`config.mk`:
```
export PLATFORM = sky130hd
export DESIGN_NAME = pc_step_controller
export DESIGN_NICKNAME = d
export VERILOG_FILES = /design/src/rtl/pc_ctrl_pkg.sv /design/src/rtl/button_conditioner.sv /design/src/rtl/pc_step_controller.sv
export SDC_FILE = /design/constraint.sdc
export NUM_CORES = 1
export LEC_CHECK = 0
export ABC_AREA = 1
export CELL_PAD_IN_SITES_DETAIL_PLACEMENT = 1
export CELL_PAD_IN_SITES_GLOBAL_PLACEMENT = 1
export CORE_UTILIZATION = 40
export CTS_CLUSTER_DIAMETER = 40
export DETAILED_ROUTE_END_ITERATION = 7
export PLACE_DENSITY = 0.77
export SYNTH_ARGS = -nofsm -noshare
export SYNTH_HDL_FRONTEND = slang
export SYNTH_SLANG_ARGS = --single-unit
```
`constraint.sdc`:
```
create_clock -name clock -period 3.8 [get_ports clock]
set_clock_uncertainty 0.2 [all_clocks]
set_input_delay 1.14 -clock clock [delete_from_list [all_inputs] [get_ports clock]]
set_output_delay 1.14 -clock clock [all_outputs]
set_load 0.03 [all_outputs]
```
`src/rtl/pc_ctrl_pkg.sv`:
```
// Shared types and helpers for the program-counter step/run controller.
// The state enum is also consumed by the CPU status display.
package pc_ctrl_pkg;

    typedef enum logic [1:0] {IDLE, STEP, RUN, HALTED} pc_ctrl_state_t;

    // Counter width able to hold 0..n-1 with one bit of headroom
    function automatic int unsigned cnt_width(input int unsigned n);
        return $clog2(n) + 1;
    endfunction

endpackage

```
`src/rtl/button_conditioner.sv`:
```
// Raw button to clean level plus one-cycle rising-edge pulse:
// 2-flop synchronizer, consecutive-disagreement debounce, registered edge detect.
module button_conditioner
    import pc_ctrl_pkg::*;
#(
    parameter int unsigned DEBOUNCE_CYCLES = 500_000
) (
    input  logic clock,
    input  logic reset,
    input  logic raw,
    output logic level,
    output logic rise_pulse
);

    localparam int unsigned DB_W = cnt_width(DEBOUNCE_CYCLES);
    localparam logic [DB_W-1:0] DB_LAST = DB_W'(DEBOUNCE_CYCLES - 1);

    logic            sync1_q, sync2_q;
    logic            level_q, level_d;
    logic            prev_q;
    logic            rise_q, rise_d;
    logic [DB_W-1:0] db_cnt_q, db_cnt_d;

    // Level flips only after DEBOUNCE_CYCLES back-to-back disagreeing samples
    always_comb begin
        level_d  = level_q;
        db_cnt_d = '0;
        if (sync2_q != level_q) begin
            if (db_cnt_q == DB_LAST) begin
                level_d = ~level_q;
            end else begin
                db_cnt_d = db_cnt_q + DB_W'(1);
            end
        end
        rise_d = level_q & ~prev_q;
    end

    always_ff @(posedge clock or posedge reset) begin
        if (reset) begin
            sync1_q  <= 1'b0;
            sync2_q  <= 1'b0;
            level_q  <= 1'b0;
            db_cnt_q <= '0;
            prev_q   <= 1'b0;
            rise_q   <= 1'b0;
        end else begin
            sync1_q  <= raw;
            sync2_q  <= sync1_q;
            level_q  <= level_d;
            db_cnt_q <= db_cnt_d;
            prev_q   <= level_q;
            rise_q   <= rise_d;
        end
    end

    assign level      = level_q;
    assign rise_pulse = rise_q;

endmodule

```
`src/rtl/pc_step_controller.sv`:
```
// Sole driver of the CPU pcEn: single-step and free-run sequencing from two
// front-panel buttons, with a core halt request that parks execution.
module pc_step_controller
    import pc_ctrl_pkg::*;
#(
    parameter int unsigned DEBOUNCE_CYCLES = 500_000,
    parameter int unsigned RATE_DIV        = 50_000_000,
    parameter int unsigned CNT_W           = 16
) (
    input  logic             clock,
    input  logic             reset,
    input  logic             step_btn,
    input  logic             run_btn,
    input  logic             halt_req,
    output logic             pcEn,
    output logic             running,
    output logic             halted,
    output logic [CNT_W-1:0] issued_count
);

    localparam int unsigned RATE_W = cnt_width(RATE_DIV);
    localparam logic [RATE_W-1:0] RATE_LAST = RATE_W'(RATE_DIV - 1);

    logic step_p, run_p;
    logic step_level_unused, run_level_unused;

    pc_ctrl_state_t    state_q, state_d;
    logic [RATE_W-1:0] rate_cnt_q, rate_cnt_d;
    logic              pc_en_q, pc_en_d;
    logic              running_q, running_d;
    logic              halted_q, halted_d;
    logic [CNT_W-1:0]  issued_q, issued_d;

    button_conditioner #(.DEBOUNCE_CYCLES(DEBOUNCE_CYCLES)) u_step_btn (
        .clock      (clock),
        .reset      (reset),
        .raw        (step_btn),
        .level      (step_level_unused),
        .rise_pulse (step_p)
    );

    button_conditioner #(.DEBOUNCE_CYCLES(DEBOUNCE_CYCLES)) u_run_btn (
        .clock      (clock),
        .reset      (reset),
        .raw        (run_btn),
        .level      (run_level_unused),
        .rise_pulse (run_p)
    );

    always_comb begin
        state_d    = state_q;
        rate_cnt_d = '0;
        case (state_q)
            IDLE: begin
                if (run_p) begin
                    state_d = RUN;
                end else if (step_p) begin
                    state_d = STEP;
                end
            end
            STEP: begin
                state_d = IDLE;
            end
            RUN: begin
                // Halt outranks a simultaneous run toggle
                if (halt_req) begin
                    state_d = HALTED;
                end else if (run_p) begin
                    state_d = IDLE;
                end else begin
                    rate_cnt_d = (rate_cnt_q == RATE_LAST) ? '0 : rate_cnt_q + RATE_W'(1);
                end
            end
            HALTED: begin
                if (!halt_req && (step_p || run_p)) begin
                    state_d = IDLE;
                end
            end
            default: begin
                state_d = IDLE;
            end
        endcase

        // A rate tick in the cycle RUN is left is swallowed
        pc_en_d   = (state_q == STEP) ||
                    ((state_q == RUN) && (state_d == RUN) && (rate_cnt_q == RATE_LAST));
        running_d = (state_d == RUN);
        halted_d  = (state_d == HALTED);
        issued_d  = issued_q + CNT_W'(pc_en_q);
    end

    always_ff @(posedge clock or posedge reset) begin
        if (reset) begin
            state_q    <= IDLE;
            rate_cnt_q <= '0;
            pc_en_q    <= 1'b0;
            running_q  <= 1'b0;
            halted_q   <= 1'b0;
            issued_q   <= '0;
        end else begin
            state_q    <= state_d;
            rate_cnt_q <= rate_cnt_d;
            pc_en_q    <= pc_en_d;
            running_q  <= running_d;
            halted_q   <= halted_d;
            issued_q   <= issued_d;
        end
    end

    assign pcEn         = pc_en_q;
    assign running      = running_q;
    assign halted       = halted_q;
    assign issued_count = issued_q;

endmodule
```
Yosys cells after proc, flatten, opt, wreduce, memory -nomap -nowiden
Cells that the tools add are included.
{ "word_totals": {"wordCells": 61, "output_inout_bits": 19, "inputBits": 5, "ff_bits": 98} }
{ "op_classes": {"n_reduce_logical": 9, "add_sub_neg": 4, "n_bitwise": 6, "mux": 14, "n_eq_ne": 10} }
{ "op_table": {"columns": ["cell", "n"], "rows": [
  ["2-to-1 mux 27 bit", 4],
  ["2-to-1 mux 20 bit", 4],
  ["adder 20 x 1 -> 20 bit (second input constant)", 2],
  ["equality test 20 x 19 -> 1 bit (second input constant)", 2],
  ["adder 27 x 1 -> 27 bit (second input constant)", 1],
  ["equality test 27 x 26 -> 1 bit (second input constant)", 1],
  ["adder 16 x 1 -> 16 bit", 1],
  ["2-to-1 mux 2 bit", 5],
  ["equality test 2 bit (second input constant)", 4],
  ["case mux 2 bit (4 select lines)", 1],
  ["NOT 1 bit", 4],
  ["AND reduction 2 bit", 2],
  ["logical AND 1 bit", 3],
  ["AND 1 bit", 2],
  ["equality test 2 x 1 -> 1 bit (second input constant)", 1],
  ["logical NOT 2 bit", 1],
  ["logical OR 1 bit", 2],
  ["!= test 1 bit", 2],
  ["logical NOT 1 bit", 1]
]} }

Logic depth before layout (Yosys ltp)
Gate-level depths: netlist of run 1.
{ "logic_depth": {"ltp_word": 8, "ltp_mapped": 9, "ltp_nobuf": 9} }

Modules after synthesis
From an unflattened synthesis of run 1, not the netlist that was laid out.
{ "hier_totals": {"hier_cells": 680, "area_unflattened_um2": 5262.5} }
{ "by_module_without_submodules": {"columns": ["mod", "cells_each", "seq_area_each_um2", "n_inst", "area_per_inst_um2"], "rows": [
  ["button_conditioner", 179, 625.6, 2, 1372.6],
  ["pc_step_controller", 322, 1201.2, 1, 2517.4]
]} }

Worst setup path before layout of run 1
No wires, ideal clock.
{ "synth_timing": {"path_kind": "input to register", "startpoint": "input port halt_req", "endpoint": "register rate_cnt_q[18]", "n_path_buf": 1, "required_ns": 3.523, "setup_ns": 0.077, "setup_slack_ns": 1.752, "arrival_ns": 1.771, "cell_stages": 6, "path_cell_list": "inv_1 nand4_1 inv_1 nand2_4 buf_6 a21oi_1"} }
{ "synth_via": {"elab_chain_len": 2} }
{ "synth_rtl": {"columns": ["element", "line", "source"], "rows": [
  ["start: declaration", "pc_step_controller.sv:14", "input logic halt_req,"],
  ["2-to-1 mux 27 bit", "pc_step_controller.sv:66", "if (halt_req) begin"],
  ["2-to-1 mux 27 bit", "pc_step_controller.sv:53", "case (state_q)"],
  ["named net rate_cnt_d[18]", "pc_step_controller.sv:28", "logic [RATE_W-1:0] rate_cnt_q, rate_cnt_d;"],
  ["end signal: assignment", "pc_step_controller.sv:102", "rate_cnt_q <= rate_cnt_d;"],
  ["end: declaration", "pc_step_controller.sv:28", null]
]} }
The timed path passes the listed nets, and every way through them passes these cells.
A chain may end at the register's enable or synchronous reset.

Final worst setup path of run 1
{ "layout_timing": {"startpoint": "register issued_q[5], in the netlist issued_count[5]", "endpoint": "output port issued_count[5]"} }
{ "layout_lines": {"columns": ["element", "line", "source"], "rows": [
  ["start: declaration", "pc_step_controller.sv:32", "logic [CNT_W-1:0] issued_q, issued_d;"],
  ["start signal: assignment", "pc_step_controller.sv:106", "issued_q <= issued_d;"],
  ["end: declaration", "pc_step_controller.sv:18", "output logic [CNT_W-1:0] issued_count"]
]} }
No word-level cell between the ends.

==> key figures, run 1 <==
Run status
  – Status: finished, final reports clean

Timing
  – TNS Setup: 0 ns
  – Final setup margin: 0.962 ns
  – Worst slew margin: 0.621
  – Period utilization: 0.747
  – Final Hold Fails: 0
  – Slew at the pin with the worst max-slew slack: 0.566 ns
  – RSZ-0062 raised after global routing: no
  – Setup violators final: 0
  – Tmin final: 2.84 ns
  – FMAX: 352 MHz
  – Max-slew violations: 0

Synthesis
  – Syn Area/Cell: 7.97 um^2
  – Asr flop ratio synth: 1.00
  – Top cell type by total area after synthesis: dfrtp_1
  – Syn Nets: 646
  – Ys Warns: 0
  – Netlist cell types: 27
  – Share of the synthesized area in the top cell type: 0.484
  – Ys flop type: dfrtp_1
  – Ranking of synthesized cells by area: dfrtp_1 48%, nor2_1 11%, nand2_1 9.5%
  – Synthesis-stage register bit count: 98
  – Cell Area, Synth: 0.00507 mm^2
  – Cells after Synth: 636
  – Sequential area share after synthesis: 0.484
  – Post-synth EDFFs: 0

Clock tree
  – Skew-Pair Late Insertion Delay: 0.35 ns
  – # resized after CTS: 0
  – Clock sinks: 98
  – Clock transition at the registers of the reported paths: 0.06 ns
  – CTS root buf: clkbuf_16
  – CTS tree: yes
  – Post-CTS Hold Buffers: 0
  – H-Tree Depth: 3
  – Maximum buffer depth of the clock tree: 2
  – Number of post-CTS setup repair buffers: 0
  – CTS Buf Count: 9

Power
  – Peak VDD IR: 0.384 mV
  – Power, Total: 2020 uW
  – Cell area power density: 348 mW/mm^2
  – Leak pwr: 0.00232 uW

Route
  – Post-Route M1 WL: 5.40 mm
  – Met2 WL post-DR: 5.99 mm
  – WL/cell: 14.1 um
  – Met3 WL: 289 um
  – Top Metal Used: met4
  – Vias/cell: 4.90
  – Post-Route WL: 11.9 mm
  – DR pass1 iterations: 4
  – DRC violations left: 0
  – Drt first-iter violations: 164
  – Detail Route Antenna Nets: 0
  – DR vias: 4120

Final layout
  – Area Overhead vs Synth: 14.5%
  – N_diodes: 0
  – Layout cell share with drive strength beyond 1: 0.0565
  – Commonest non-fill, non-tap cell in the layout: nor2_1
  – Commonest non-fill, non-tap cells in the layout: 142 x nor2_1, 128 x nand2_1, 98 x dfrtp_1, 71 x inv_1, 61 x nand3_1
  – Fin cells: 841
  – Nets: 678

Critical path
  – Critical-path cell list: clkdlybuf4s50_1
  – WP depth: 1
  – Crit path max-delay family: buffers and inverters
  – Reg-to-Reg End: rate_cnt_q[16]$_DFF_PP0_
  – Worst r2r src: rate_cnt_q[0]$_DFF_PP0_
  – Endpoint type of the worst setup path: output pin
  – Worst EP required: 2.46 ns
  – WS Path Type: flop to output pin
  – CP endpoint: issued_count[5]
  – CP Max Fanout: 5
  – FF-to-FF setup slack: 1.80 ns
  – Worst stage delay on the critical path: 0.71 ns
  – Worst path bufs/invs: 1
  – FF-to-FF path depth: 8
  – Crit. Startpoint: issued_count[5]$_DFF_PP0_
  – CP Launch Type: flop
  – Worst EP arrival: 1.50 ns
  – Crit-path slowest cell: clkdlybuf4s50_1

Die
  – Die height: 115 um
  – Num rows: 40
  – IO Count: 24
  – Die width: 115 um
  – Initial Util: 0.417
  – Total core area: 0.0122 mm^2
  – Die ar.: 0.0131 mm^2

Placement
  – DP HPWL: 8.96 mm
  – Placed instance count: 825
  – RePlAce Congestion: 0.807
  – Setup slack after placement: 1.09 ns
  – PortBufs: 23

Global route
  – Total track usage: 0.203
  – Vias in the first global route: 4354
  – Total gr overflow: 0
  – Largest net degree at the start of global routing: 99
  – Global-route wire length before repair: 20.5 mm
  – Initial antenna violation count: 0

Min path
  – Hold Path Class: flop to flop

Job
  – Max-Cap Viols: 0
power by group:
group          internal [uW]  switching (uW)  leakage [uW]
sequential              1050            4.54       0.00135
combinational           12.1            36.0      0.000826
clock                    529             388      0.000143
total                   1590             429       0.00232
synthesized netlist by cell type (6+ instances only):
cell type	n
a21oi_1	13
o21ai_0	8
nand4_1	11
nor2_4	9
nand3_1	61
xnor2_1	10
nor2_1	142
xor2_1	36
nand3b_1	6
nand2_1	128
dfrtp_1	98
inv_1	72
nor3_1	12
cell type report:
type                    count  area [um^2]
fillers                  1501         6360
flip-flops and latches     98         2450
multi-input cells         460         2310
inverters                  75          285
repair buffers             24          250
clock buffers              12          246
well taps                 168          210
clock inverters             4         51.3
stage by stage:
step / instance area (um^2) / hold slack [ns] / utilization
4_1_cts: 5810 / 0.158 / 0.477
2_1_floorplan: 5070 / 0.131 / -
3_5_place_dp: 5510 / 0.143 / 0.453
3_3_place_gp: 5510 / 0.135 / 0.453
5_1_grt: 5810 / 0.167 / 0.477
6_report: 5810 / 0.157 / 0.477
sequential cells by signal (all words and copies together), names as in the netlist, 2 cells and up:
| signal | flops |
|---|---|
| rate_cnt_q | 27 |
| issued_count | 16 |
| u_step_btn.db_cnt_q | 20 |
| u_run_btn.db_cnt_q | 20 |
| state_q | 2 |
routing by layer:
layer	up-vias	global-route usage
met5	-	0
met4	0	0.0641
met3	17	0.0519
met2	35	0.352
met1	2009	0.246
li1	2059	-
kinds of logic (layout without fill, tap and decap cells):
| group | count (synthesis) | count (layout) | synth area share |
|---|---|---|---|
| flops | 98 | 98 | 0.484 |
| buf+inv | 78 | 115 | 0.0607 |
| simple gates | 383 | 383 | 0.336 |
| compound gates | 26 | 26 | 0.0276 |
| xor+xnor | 46 | 46 | 0.0795 |
| fa+ha+maj | 5 | 5 | 0.0123 |
how the worst min path moves through the flow:
stage / endpoint / cells after the start / slack [ns] / start
floorplan: u_run_btn.sync2_q$_DFF_PP0_ / 0 / 0.13 / u_run_btn.sync1_q$_DFF_PP0_
global placement: u_run_btn.sync2_q$_DFF_PP0_ / 0 / 0.14 / u_run_btn.sync1_q$_DFF_PP0_
detailed placement: u_step_btn.sync2_q$_DFF_PP0_ / 0 / 0.14 / u_step_btn.sync1_q$_DFF_PP0_
CTS: u_step_btn.sync2_q$_DFF_PP0_ / 0 / 0.16 / u_step_btn.sync1_q$_DFF_PP0_
global route: u_step_btn.sync2_q$_DFF_PP0_ / 0 / 0.17 / u_step_btn.sync1_q$_DFF_PP0_
finish: u_step_btn.sync2_q$_DFF_PP0_ / 0 / 0.16 / u_step_btn.sync1_q$_DFF_PP0_
(Power assumes the default switching activity.)
==> run 2, diff against run 1 <==
--- a/config.mk
+++ b/config.mk
@@ -11,7 +11,7 @@
 export CORE_UTILIZATION = 40
 export CTS_CLUSTER_DIAMETER = 40
 export DETAILED_ROUTE_END_ITERATION = 7
-export PLACE_DENSITY = 0.77
+export PLACE_DENSITY = 0.74
 export SYNTH_ARGS = -nofsm -noshare
 export SYNTH_HDL_FRONTEND = slang
 export SYNTH_SLANG_ARGS = --single-unit
==> constraint.sdc (replaced) <==
create_clock -name clock -period 2.7 [get_ports clock]
set_clock_uncertainty 0.2 [all_clocks]
set_input_delay 0.81 -clock clock [delete_from_list [all_inputs] [get_ports clock]]
set_output_delay 0.81 -clock clock [all_outputs]
set_load 0.03 [all_outputs]
==> key figures, run 2 (synthesis results as in run 1) <==
Timing
  – Tmin final: 2.51 ns
  – Final setup margin: 0.188 ns
  – RSZ-0062 raised after global routing: no
  – Setup violators final: 0
  – TNS Setup: 0 ns
  – FMAX: 398 MHz
  – Max-slew violations: 0
  – Final Hold Fails: 0
  – Slew at the pin with the worst max-slew slack: 0.515 ns
  – Period utilization: 0.931
  – Worst slew margin: 0.655

Die
  – Total core area: 0.0122 mm^2
  – Initial Util: 0.417
  – IO Count: 24
  – Die width: 115 um
  – Die height: 115 um
  – Die ar.: 0.0131 mm^2
  – Num rows: 40

Min path
  – Hold Path Class: flop to flop
  – Hold Startpoint: u_run_btn.sync1_q$_DFF_PP0_
  – Worst Hold Path EP: u_run_btn.sync2_q$_DFF_PP0_
  – Hold path depth: 0

Global route
  – Busiest layer in global routing: met2
  – Total track usage: 0.209
  – M3 GR Usage: 0.0281
  – Met1 usage: 0.257
  – Initial antenna violation count: 0
  – Total gr overflow: 0
  – GR met2 Demand/Resource: 0.364
  – Vias in the first global route: 4514
  – Largest net degree at the start of global routing: 50
  – Global-route wire length before repair: 21.3 mm

Final layout
  – Largest Register: rate_cnt_q
  – Area of the multi-input gates: 0.00231 mm^2
  – Commonest non-fill, non-tap cell in the layout: nor2_1
  – Commonest non-fill, non-tap cells in the layout: 142 x nor2_1, 128 x nand2_1, 98 x dfrtp_1, 71 x inv_1, 61 x nand3_1
  – Fillers: 1482
  – N_diodes: 0
  – Nets: 679
  – Max reg flops: 27
  – Area Overhead vs Synth: 15.1%
  – Largest registers: rate_cnt_q: 27 flops, u_run_btn.db_cnt_q: 20 flops, u_step_btn.db_cnt_q: 20 flops
  – Layout cell share with drive strength beyond 1: 0.0593
  – Register cell area after layout: 0.00245 mm^2

Placement
  – RePlAce Congestion: 0.798
  – PortBufs: 23
  – DP HPWL: 8.88 mm
  – Setup slack after placement: 0.304 ns

Route
  – Post-Route WL: 12.4 mm
  – WL/cell: 14.7 um
  – DR vias: 4164
  – Detail Route Antenna Nets: 0
  – DRC violations left: 0
  – Drt first-iter violations: 138
  – DR pass1 iterations: 7
  – Vias/cell: 4.95

Clock tree
  – Skew-Pair Late Insertion Delay: 0.36 ns
  – Clock transition at the registers of the reported paths: 0.07 ns
  – CTS tree: yes
  – Maximum buffer depth of the clock tree: 2
  – Number of post-CTS setup repair buffers: 0
  – Post-CTS Hold Buffers: 0
  – CTS Buf Count: 9
  – Clock sinks: 98
  – CTS root buf: clkbuf_16
  – # resized after CTS: 0
  – H-Tree Depth: 3

Job
  – Max-Cap Viols: 0

Critical path
  – Reg-to-Reg End: rate_cnt_q[13]$_DFF_PP0_
  – CP Max Fanout: 5
  – FF-to-FF path depth: 8
  – Worst r2r src: rate_cnt_q[0]$_DFF_PP0_
  – Worst EP arrival: 1.50 ns
  – Worst EP required: 1.69 ns
  – FF-to-FF setup slack: 0.71 ns
  – Critical-path cell list: clkdlybuf4s50_1
  – CP Launch Type: flop
  – Crit path max-delay family: buffers and inverters
  – WS Path Type: flop to output pin
  – Worst path bufs/invs: 1
  – WP depth: 1
  – Endpoint type of the worst setup path: output pin
  – Worst stage delay on the critical path: 0.70 ns
  – Crit-path slowest cell: clkdlybuf4s50_1

Run status
  – Status: finished, final reports clean

Power
  – Power, Total: 2900 uW
  – Leak pwr: 0.00233 uW
  – Peak VDD IR: 0.285 mV
  – Cell area power density: 498 mW/mm^2
==> run 2: worst max-delay path by stage <==
stage,slack (ns),to,from
final,0.19,issued_count[5],issued_count[5]$_DFF_PP0_
after detailed placement,0.30,rate_cnt_q[18]$_DFF_PP0_,halt_req
after CTS,0.18,issued_count[5],issued_count[5]$_DFF_PP0_
after floorplan,0.53,halted$_DFF_PP0_,reset
after global routing,0.15,issued_count[5],issued_count[5]$_DFF_PP0_
after global placement,0.37,rate_cnt_q[20]$_DFF_PP0_,halt_req
==> run 2: cell type report <==
type	count	area share
clock buffers	12	0.0440
clock inverters	4	0.00858
inverters	75	0.0489
multi-input cells	460	0.396
flip-flops and latches	98	0.420
well taps	168	0.0360
repair buffers	25	0.0463
==> run 2: per-stage QoR <==
step | hold WS, ns | utilization | area [um^2] | instances
finish | 0.148 | 0.480 | 5830 | 842
global route | 0.171 | 0.480 | 5830 | 842
detailed placement | 0.136 | 0.455 | 5530 | 826
floorplan | 0.131 | - | 5070 | 636
global placement | 0.133 | 0.455 | 5530 | 826
CTS | 0.151 | 0.480 | 5830 | 842
==> run 2: layer usage <==
metal,part of all wire,up-vias
met2,0.51,43
met4,0.017,0
met3,0.018,14
met5,0,-
li1,-,2057
met1,0.46,2050
==> run 2: where the power goes <==
group,switching (uW),internal [uW],leakage [uW]
sequential,6.41,1480,0.00135
combinational,53.2,20.1,0.000835
clock,578,768,0.000145
total,637,2270,0.00233
